[config.mk]
export PLATFORM = sky130hd
export DESIGN_NAME = btn_conditioner_flat
export DESIGN_NICKNAME = d
export VERILOG_FILES = /design/src/rtl/btn_conditioner_if.sv /design/src/rtl/btn_conditioner.sv /design/src/flat_wrapper.sv
export SDC_FILE = /design/constraint.sdc
export NUM_CORES = 1
export LEC_CHECK = 0
export CAP_MARGIN = 20
export CORE_AREA = 2 2 146 91
export CTS_BUF_LIST = sky130_fd_sc_hd__clkbuf_8
export CTS_CLUSTER_SIZE = 25
export DETAILED_ROUTE_END_ITERATION = 8
export DIE_AREA = 0 0 148 93
export GPL_ROUTABILITY_DRIVEN = 0
export GPL_TIMING_DRIVEN = 0
export PLACE_DENSITY_LB_ADDON = 0.25
export SETUP_SLACK_MARGIN = 0.15
export SYNTH_ARGS = -nofsm -noshare
export SYNTH_HDL_FRONTEND = slang
export SYNTH_SLANG_ARGS = --single-unit
export TNS_END_PERCENT = 100
[constraint.sdc]
create_clock -name CLK25M -period 2.65 [get_ports CLK25M]
set_clock_uncertainty 0.05 [all_clocks]
set_input_delay 0.53 -clock CLK25M [delete_from_list [all_inputs] [get_ports CLK25M]]
set_output_delay 0.53 -clock CLK25M [all_outputs]
set_load 0.02 [all_outputs]
[src/rtl/btn_conditioner_if.sv]
// Button bundle between the raw board pins and the conditioner outputs.
// master = board/stimulus side (drives BTN_IN), slave = btn_conditioner.
interface btn_conditioner_if #(
    parameter int NBTN = 5
);
    logic [NBTN-1:0] BTN_IN;
    logic [NBTN-1:0] BTN_LVL;
    logic [NBTN-1:0] BTN_PRESS;
    logic [NBTN-1:0] BTN_REL;
    logic [NBTN-1:0] BTN_RPT;
    logic [NBTN-1:0] BTN_STEP;

    modport master (
        output BTN_IN,
        input  BTN_LVL,
        input  BTN_PRESS,
        input  BTN_REL,
        input  BTN_RPT,
        input  BTN_STEP
    );

    modport slave (
        input  BTN_IN,
        output BTN_LVL,
        output BTN_PRESS,
        output BTN_REL,
        output BTN_RPT,
        output BTN_STEP
    );
endinterface

[src/rtl/btn_conditioner.sv]
// Per-button synchroniser, debouncer, edge detector and auto-repeat step generator.
// Auto-repeat FSMs are built only when BTN_AUTOREPEAT_EN is defined; otherwise BTN_RPT=0.
module btn_conditioner #(
    parameter int              NBTN       = 5,
    parameter int              DEB_CYCLES = 250000,
    parameter int              REP_DELAY  = 6250000,
    parameter int              REP_PERIOD = 2500000,
    parameter logic [NBTN-1:0] REP_MASK   = 5'b01110
) (
    input  logic            CLK25M,
    input  logic            RST_N,
    btn_conditioner_if.slave btn
);

    localparam int               DEB_W    = $clog2(DEB_CYCLES);
    localparam logic [DEB_W-1:0] DEB_LAST = DEB_W'(DEB_CYCLES - 1);

`ifdef BTN_AUTOREPEAT_EN
    localparam int               REP_MAX     = (REP_DELAY > REP_PERIOD) ? REP_DELAY : REP_PERIOD;
    localparam int               REP_W       = $clog2(REP_MAX);
    localparam logic [REP_W-1:0] DELAY_LAST  = REP_W'(REP_DELAY - 1);
    localparam logic [REP_W-1:0] PERIOD_LAST = REP_W'(REP_PERIOD - 1);

    localparam logic [1:0] ST_IDLE   = 2'd0;
    localparam logic [1:0] ST_DELAY  = 2'd1;
    localparam logic [1:0] ST_REPEAT = 2'd2;
`else
    // Repeat configuration has no effect in this build.
    logic unused_rep_cfg;
    assign unused_rep_cfg = ^{REP_MASK, 32'(REP_DELAY), 32'(REP_PERIOD)};
`endif

    logic [NBTN-1:0] lvl_vec;
    logic [NBTN-1:0] press_vec;
    logic [NBTN-1:0] rel_vec;
    logic [NBTN-1:0] rpt_vec;
    logic [NBTN-1:0] step_vec;

    genvar gi;
    generate
        for (gi = 0; gi < NBTN; gi++) begin : g_btn
            logic [1:0]       sync_reg;
            logic [DEB_W-1:0] deb_cnt_reg;
            logic [DEB_W-1:0] deb_cnt_next;
            logic             lvl_reg;
            logic             lvl_next;
            logic             press_reg;
            logic             press_next;
            logic             rel_reg;
            logic             rel_next;
            logic             rpt_reg;
            logic             rpt_next;
            logic             step_reg;
            logic             step_next;

            // Level flips only after DEB_CYCLES consecutive mismatching samples.
            always_comb begin
                deb_cnt_next = '0;
                lvl_next     = lvl_reg;
                press_next   = 1'b0;
                rel_next     = 1'b0;
                if (sync_reg[1] != lvl_reg) begin
                    if (deb_cnt_reg == DEB_LAST) begin
                        lvl_next   = ~lvl_reg;
                        press_next = ~lvl_reg;
                        rel_next   = lvl_reg;
                    end else begin
                        deb_cnt_next = deb_cnt_reg + 1'b1;
                    end
                end
            end

`ifdef BTN_AUTOREPEAT_EN
            if (REP_MASK[gi]) begin : g_rpt
                logic [1:0]       state_reg;
                logic [1:0]       state_next;
                logic [REP_W-1:0] rpt_cnt_reg;
                logic [REP_W-1:0] rpt_cnt_next;

                // Release is checked first so it beats a simultaneous count expiry.
                always_comb begin
                    state_next   = state_reg;
                    rpt_cnt_next = rpt_cnt_reg;
                    rpt_next     = 1'b0;
                    if (rel_next) begin
                        state_next   = ST_IDLE;
                        rpt_cnt_next = '0;
                    end else begin
                        case (state_reg)
                            ST_IDLE: begin
                                rpt_cnt_next = '0;
                                if (press_next) begin
                                    state_next = ST_DELAY;
                                end
                            end
                            ST_DELAY: begin
                                if (rpt_cnt_reg == DELAY_LAST) begin
                                    rpt_next     = 1'b1;
                                    rpt_cnt_next = '0;
                                    state_next   = ST_REPEAT;
                                end else begin
                                    rpt_cnt_next = rpt_cnt_reg + 1'b1;
                                end
                            end
                            ST_REPEAT: begin
                                if (rpt_cnt_reg == PERIOD_LAST) begin
                                    rpt_next     = 1'b1;
                                    rpt_cnt_next = '0;
                                end else begin
                                    rpt_cnt_next = rpt_cnt_reg + 1'b1;
                                end
                            end
                            default: begin
                                state_next   = ST_IDLE;
                                rpt_cnt_next = '0;
                            end
                        endcase
                    end
                end

                always_ff @(posedge CLK25M or negedge RST_N) begin
                    if (!RST_N) begin
                        state_reg   <= ST_IDLE;
                        rpt_cnt_reg <= '0;
                    end else begin
                        state_reg   <= state_next;
                        rpt_cnt_reg <= rpt_cnt_next;
                    end
                end
            end else begin : g_norpt
                assign rpt_next = 1'b0;
            end
`else
            assign rpt_next = 1'b0;
`endif

            assign step_next = press_next | rpt_next;

            always_ff @(posedge CLK25M or negedge RST_N) begin
                if (!RST_N) begin
                    sync_reg    <= '0;
                    deb_cnt_reg <= '0;
                    lvl_reg     <= 1'b0;
                    press_reg   <= 1'b0;
                    rel_reg     <= 1'b0;
                    rpt_reg     <= 1'b0;
                    step_reg    <= 1'b0;
                end else begin
                    sync_reg    <= {sync_reg[0], btn.BTN_IN[gi]};
                    deb_cnt_reg <= deb_cnt_next;
                    lvl_reg     <= lvl_next;
                    press_reg   <= press_next;
                    rel_reg     <= rel_next;
                    rpt_reg     <= rpt_next;
                    step_reg    <= step_next;
                end
            end

            assign lvl_vec[gi]   = lvl_reg;
            assign press_vec[gi] = press_reg;
            assign rel_vec[gi]   = rel_reg;
            assign rpt_vec[gi]   = rpt_reg;
            assign step_vec[gi]  = step_reg;
        end
    endgenerate

    assign btn.BTN_LVL   = lvl_vec;
    assign btn.BTN_PRESS = press_vec;
    assign btn.BTN_REL   = rel_vec;
    assign btn.BTN_RPT   = rpt_vec;
    assign btn.BTN_STEP  = step_vec;

endmodule

[src/flat_wrapper.sv]
// flat-port wrapper written by rule: the top's interface ports become plain ports
module btn_conditioner_flat 
#(
    parameter int              NBTN       = 5,
    parameter int              DEB_CYCLES = 250000,
    parameter int              REP_DELAY  = 6250000,
    parameter int              REP_PERIOD = 2500000,
    parameter logic [NBTN-1:0] REP_MASK   = 5'b01110
)
  (CLK25M, RST_N, btn_BTN_IN, btn_BTN_LVL, btn_BTN_PRESS, btn_BTN_REL, btn_BTN_RPT, btn_BTN_STEP);
  btn_conditioner_if #(.NBTN(NBTN)) btn_i ();
  input  logic CLK25M;
  input  logic RST_N;
  input wire logic [$bits(btn_i.BTN_IN)-1:0] btn_BTN_IN;
  output wire logic [$bits(btn_i.BTN_LVL)-1:0] btn_BTN_LVL;
  output wire logic [$bits(btn_i.BTN_PRESS)-1:0] btn_BTN_PRESS;
  output wire logic [$bits(btn_i.BTN_REL)-1:0] btn_BTN_REL;
  output wire logic [$bits(btn_i.BTN_RPT)-1:0] btn_BTN_RPT;
  output wire logic [$bits(btn_i.BTN_STEP)-1:0] btn_BTN_STEP;
  assign btn_i.BTN_IN = btn_BTN_IN;
  assign btn_BTN_LVL = btn_i.BTN_LVL;
  assign btn_BTN_PRESS = btn_i.BTN_PRESS;
  assign btn_BTN_REL = btn_i.BTN_REL;
  assign btn_BTN_RPT = btn_i.BTN_RPT;
  assign btn_BTN_STEP = btn_i.BTN_STEP;
  btn_conditioner #(.NBTN(NBTN), .DEB_CYCLES(DEB_CYCLES), .REP_DELAY(REP_DELAY), .REP_PERIOD(REP_PERIOD), .REP_MASK(REP_MASK)) u_core (.CLK25M(CLK25M), .RST_N(RST_N), .btn(btn_i));
endmodule
# Word-level counts from Yosys, hierarchy flattened
# Index checks and enable logic that the tools add are counted.
# Widths: inputs -> output; s select.
totals:
  out_inout_bits: 25
  register_bits: 115
  elab_cells: 80
op_classes:
  n_addsub: 5
  bitwise_logic: 5
  n_eq_ne: 10
  n_mux: 30
  n_reduce_logical: 5
op_table:
  columns: ["operator", "count"]
  rows:
  - ["$mux 18", 10]
  - ["$add 18x1->18 const B", 5]
  - ["$eq 18x18->1 const B", 5]
  - ["$mux 1", 20]
  - ["$reduce_and 2->1", 5]
  - ["$ne 1x1->1", 5]
  - ["$not 1->1", 5]

# Depth between registers and ports, before layout
logic_depth:
  ltp_word: 3
  depth_mapped: 6
  depth_no_buf: 5

# Worst setup path before layout
# No wires, ideal clock.
synth_path:
  kind: "register to register"
  startpoint: "register u_core.g_btn[0].deb_cnt_reg[11]"
  endpoint: "register u_core.g_btn[0].lvl_reg"
  setup_slack_ns: 0.695
  synth_period_minus_slack_ns: 1.955
  stages_incl_launch_ff: 4
  arrival_time_ns: 1.780
  required_ns: 2.475
  path_cell_list: "dfrtp_1 > or4_4 > or4_4 > mux2_4"
synth_via:
  elab_chain_len: 2
synth_lines:
  columns: ["element", "line_no", "source"]
  rows:
  - ["start: declaration", "btn_conditioner.sv:43", "logic [DEB_W-1:0] deb_cnt_reg;"]
  - ["start signal: assignment", "btn_conditioner.sv:150", "deb_cnt_reg <= deb_cnt_next;"]
  - ["$eq 18x18->1", "btn_conditioner.sv:63", "if (deb_cnt_reg == DEB_LAST) begin"]
  - ["$reduce_and 2->1 (no source line)", null, null]
  - ["end signal: assignment", "btn_conditioner.sv:151", "lvl_reg <= lvl_next;"]
  - ["end: declaration", "btn_conditioner.sv:45", "logic lvl_reg;"]
# No other way between the ends.
# A chain may end at the register's enable or synchronous reset.

# Worst setup path after layout
layout_path:
  startpoint: "register u_core.g_btn[4].deb_cnt_reg[10]"
  endpoint: "register u_core.g_btn[4].deb_cnt_reg[15]"
layout_via:
  elab_chain_len: 3
  elab_cells_between_ends: 4
  classes_between: "add/sub (1); eq/ne (1); mux (2)"
layout_lines:
  columns: ["element", "line_no", "source"]
  rows:
  - ["start: declaration", "btn_conditioner.sv:43", null]
  - ["start signal: assignment", "btn_conditioner.sv:150", null]
  - ["$add 18x1->18 or $eq 18x18->1 (tied branches)", "btn_conditioner.sv:68, btn_conditioner.sv:63", null]
  - ["$mux 18 *", "btn_conditioner.sv:63", null]
  - ["$mux 18 *", "btn_conditioner.sv:62", "if (sync_reg[1] != lvl_reg) begin"]
  - ["net u_core.g_btn[4].deb_cnt_next[15]", "btn_conditioner.sv:44", "logic [DEB_W-1:0] deb_cnt_next;"]
# The timed path passes the listed nets; every way through them passes the cells marked *.

==> flow_metrics.env <==
export IMPL_pwr_share_comb_pct=3.5
export IMPL_globalRoute_busiestLayer="met2"
export IMPL_path_class="flop to flop"
export IMPL_cts_buffers=17
export IMPL_post_dp_cell_area_um2=6031
export IMPL_r2r_start="u_core.g_btn[4].deb_cnt_reg[10]"
export IMPL_largest_register_ffs=90
export IMPL_max_clock_freq_mhz=439.0
export IMPL_avgSynthCellArea_um2=10.36
export IMPL_holdPathEnd="u_core.g_btn[3].sync_reg[1]"
export IMPL_slew_headroom_pct=47.51
export IMPL_clk_latency_ns=0.42
export IMPL_grt_use_met3_pct=4.049
export IMPL_slew_viol_final=0
export IMPL_grt_max_degree=99
export IMPL_max_slew_worst_pin_slew_ns=0.7788
export IMPL_dieArea_um2=13760
export IMPL_dr_pass1_iters=4
export IMPL_track_usage_pct=16.88
export IMPL_drt_initial_drc_count=341
export IMPL_dp_hpwl_um=7415
export IMPL_hold_start="u_core.g_btn[3].sync_reg[0]"
export IMPL_reg2reg_depth=5
export IMPL_hold_depth=0
export IMPL_ys_ff_latch=115
export IMPL_crit_chain="nor4_1 -> nand4_1 -> o21ai_1 -> clkbuf_1 -> nor2_1"
export IMPL_yosysUniqueCellTypes=43
export IMPL_antenna_found_initial=0
export IMPL_fin_area_um2=6446
export IMPL_synth_top_flop_cell="dfrtp_1"
export IMPL_min_period_ns=2.278
export IMPL_vias=3946
export IMPL_postSynthCellCount=532
export IMPL_ys_seq_area_share_pct=52.19
export IMPL_globalRouteMet2Util_pct=25.04
export IMPL_grt_pass1_vias=3867
export IMPL_ys_async_sr_fraction_pct=100.0
export IMPL_die_y_um=93
export IMPL_start_util_pct=44.14
export IMPL_clkTransAtPathRegs_ns=0.07
export IMPL_fin_total_pwr_uw=3560
export IMPL_wl_um=10580
export IMPL_nets=595
export IMPL_power_switching_uw=862.6
export IMPL_core_area_um2=12490
export IMPL_drv_cap=0
export IMPL_diodes=0
export IMPL_post_cts_setup_buffers=0
export IMPL_cts_tree="built"
export IMPL_clk_path_buf_depth=2
export IMPL_arrival_ns=2.51
export IMPL_cts_sinks=115
export IMPL_area_growth_pct=16.90
export IMPL_grt_setup_unrepaired="false"
export IMPL_finalWorstSetupSlack_ns=0.3723
export IMPL_grt_ovfl_total=0
export IMPL_seqPwrFrac_pct=50.7
export IMPL_hp_class="flop to flop"
export IMPL_port_buffers=26
export IMPL_rr_endpoint="u_core.g_btn[4].deb_cnt_reg[15]"
export IMPL_worstPathMaxFanout=10
export IMPL_cellPowerDensity_nw_per_um2=552.2
export IMPL_postRouteAntennaNets=0
export IMPL_wl_per_cell_um=13.81
export IMPL_drive_gt1_share_pct=13.76
export IMPL_grt_pass1_wl_um=18570
export IMPL_rows=32
export IMPL_internal_power_uw=2697
export IMPL_slowest_stage="o21ai_1"
export IMPL_grt_use_met1_pct=24.40
export IMPL_slowest_delay_ns=0.49
export IMPL_setup_tns_ns=0
export IMPL_yosys_warnings=0
export IMPL_synth_edf_count=0
export IMPL_cts_root_buf="clkbuf_8"
export IMPL_netlist_area_um2=5514
export IMPL_h_tree_depth=4
export IMPL_critPathCaptureType="flop"
export IMPL_swShare_pct=24.23
export IMPL_setup_violations=0
export IMPL_die_width_um=148
export IMPL_min_period_over_period_pct=85.95
export IMPL_start_kind="flop"
export IMPL_ir_worst_vdd_mv=0.2849
export IMPL_status="finished, final reports clean"
export IMPL_p_clk_share_pct=45.8
export IMPL_required_ns=2.88
export IMPL_rrSetupSlack_ns=0.37
export IMPL_drc=0
export IMPL_pin_count=32
export IMPL_p_leak_uw=0.002657
export IMPL_hold_viol_final=0
export IMPL_place_ws_ns=0.4031
export IMPL_avgViaCountPerCell=5.151
[power by group through the flow]
stage	Sequential [µW]	Clock [µW]	Combinational [µW]
detailed placement	1840	0	127
finish	1810	1630	125
global placement	1840	0	119
CTS	1810	1670	130
global route	1810	1770	144
floorplan	1830	0	62.6
[cell usage after synthesis (10+ instances only)]
library cell	n	area, µm²
o21ai_0	10	50.05
nand4_1	29	181.4
and3_1	10	62.56
nor4_1	26	162.7
dfrtp_1	115	2878
xnor2_1	48	420.4
nand3_1	30	150.1
nor2_1	82	307.8
nor3_1	12	60.06
inv_1	10	37.54
nor3b_1	10	75.07
xor2_1	24	210.2
a21oi_1	13	65.06
buf_4	25	187.7
nand2_1	24	90.09
[cell type report]
type                    count  area, µm²
clock buffers              18      247.7
plain buffers              32      217.7
well taps                 170      212.7
fillers                  1149       6046
repair buffers             28      299.0
multi-input cells         379       2400
inverters                  10      37.54
flip-flops and latches    115       2878
clock inverters            14      153.9
[critical path, delay by kind of cell, from the launching register on]
family / cells / cell delay (ns)
and+or+nand+nor: 3 / 0.72
AOI/OAI and AO/OA: 1 / 0.49
DFF: 1 / 0.44
buffers and inverters: 1 / 0.45
[worst max-delay path by stage]
stage                                          startpoint  depth (start not counted)                         endpoint
after floorplan           u_core.g_btn[0].deb_cnt_reg[11]                          3          u_core.g_btn[0].lvl_reg
after global placement                              RST_N                          1  u_core.g_btn[3].deb_cnt_reg[16]
after detailed placement  u_core.g_btn[2].deb_cnt_reg[10]                          5  u_core.g_btn[2].deb_cnt_reg[16]
after CTS                 u_core.g_btn[2].deb_cnt_reg[10]                          5   u_core.g_btn[2].deb_cnt_reg[8]
after global routing      u_core.g_btn[4].deb_cnt_reg[10]                          5  u_core.g_btn[4].deb_cnt_reg[15]
final                     u_core.g_btn[4].deb_cnt_reg[10]                          5  u_core.g_btn[4].deb_cnt_reg[15]
[metal layers]
layer  vias up  share of wire (%)
met3         2                4.0
met1      1917                 52
li1       1961                  -
met4         0               0.31
met2        66                 44
met5         -                  0
[kinds of logic after synthesis]
family	share of synthesized area, %
AO/OA/AOI/OAI	4.016
XOR/XNOR	11.44
adder cells (fa/ha/maj)	1.135
buffers and inverters	4.629
flip-flops	52.19
multiplexers	1.089
other	0.06801
AND/OR/NAND/NOR	25.44
[placed cells by master, fill, tap and decap left out, types with 12 or more instances in the layout]
master	count
nor3_1	12
nor2_1	82
clkdlybuf4s50_1	25
xor2_1	24
dfrtp_1	115
nor4_1	26
nand3_1	30
xnor2_1	48
a21oi_1	13
clkbuf_8	18
nand2_1	24
buf_4	25
nand4_1	29
[per-stage QoR]
step	instances	utilization (%)	hold WS, ns
finish	766	51.60	0.2978
detailed placement	733	48.28	0.2855
global route	766	51.60	0.3191
CTS	766	51.57	0.3016
floorplan	536	-	0.1844
global placement	732	48.05	0.2856
[repair_timing]
item,4_1_cts,5_1_grt
hold endpoints to repair,17,0
endpoints found under the setup margin,0,5
hold buffers,1,0
resized for setup,0,1
(Power assumes the default switching activity.)
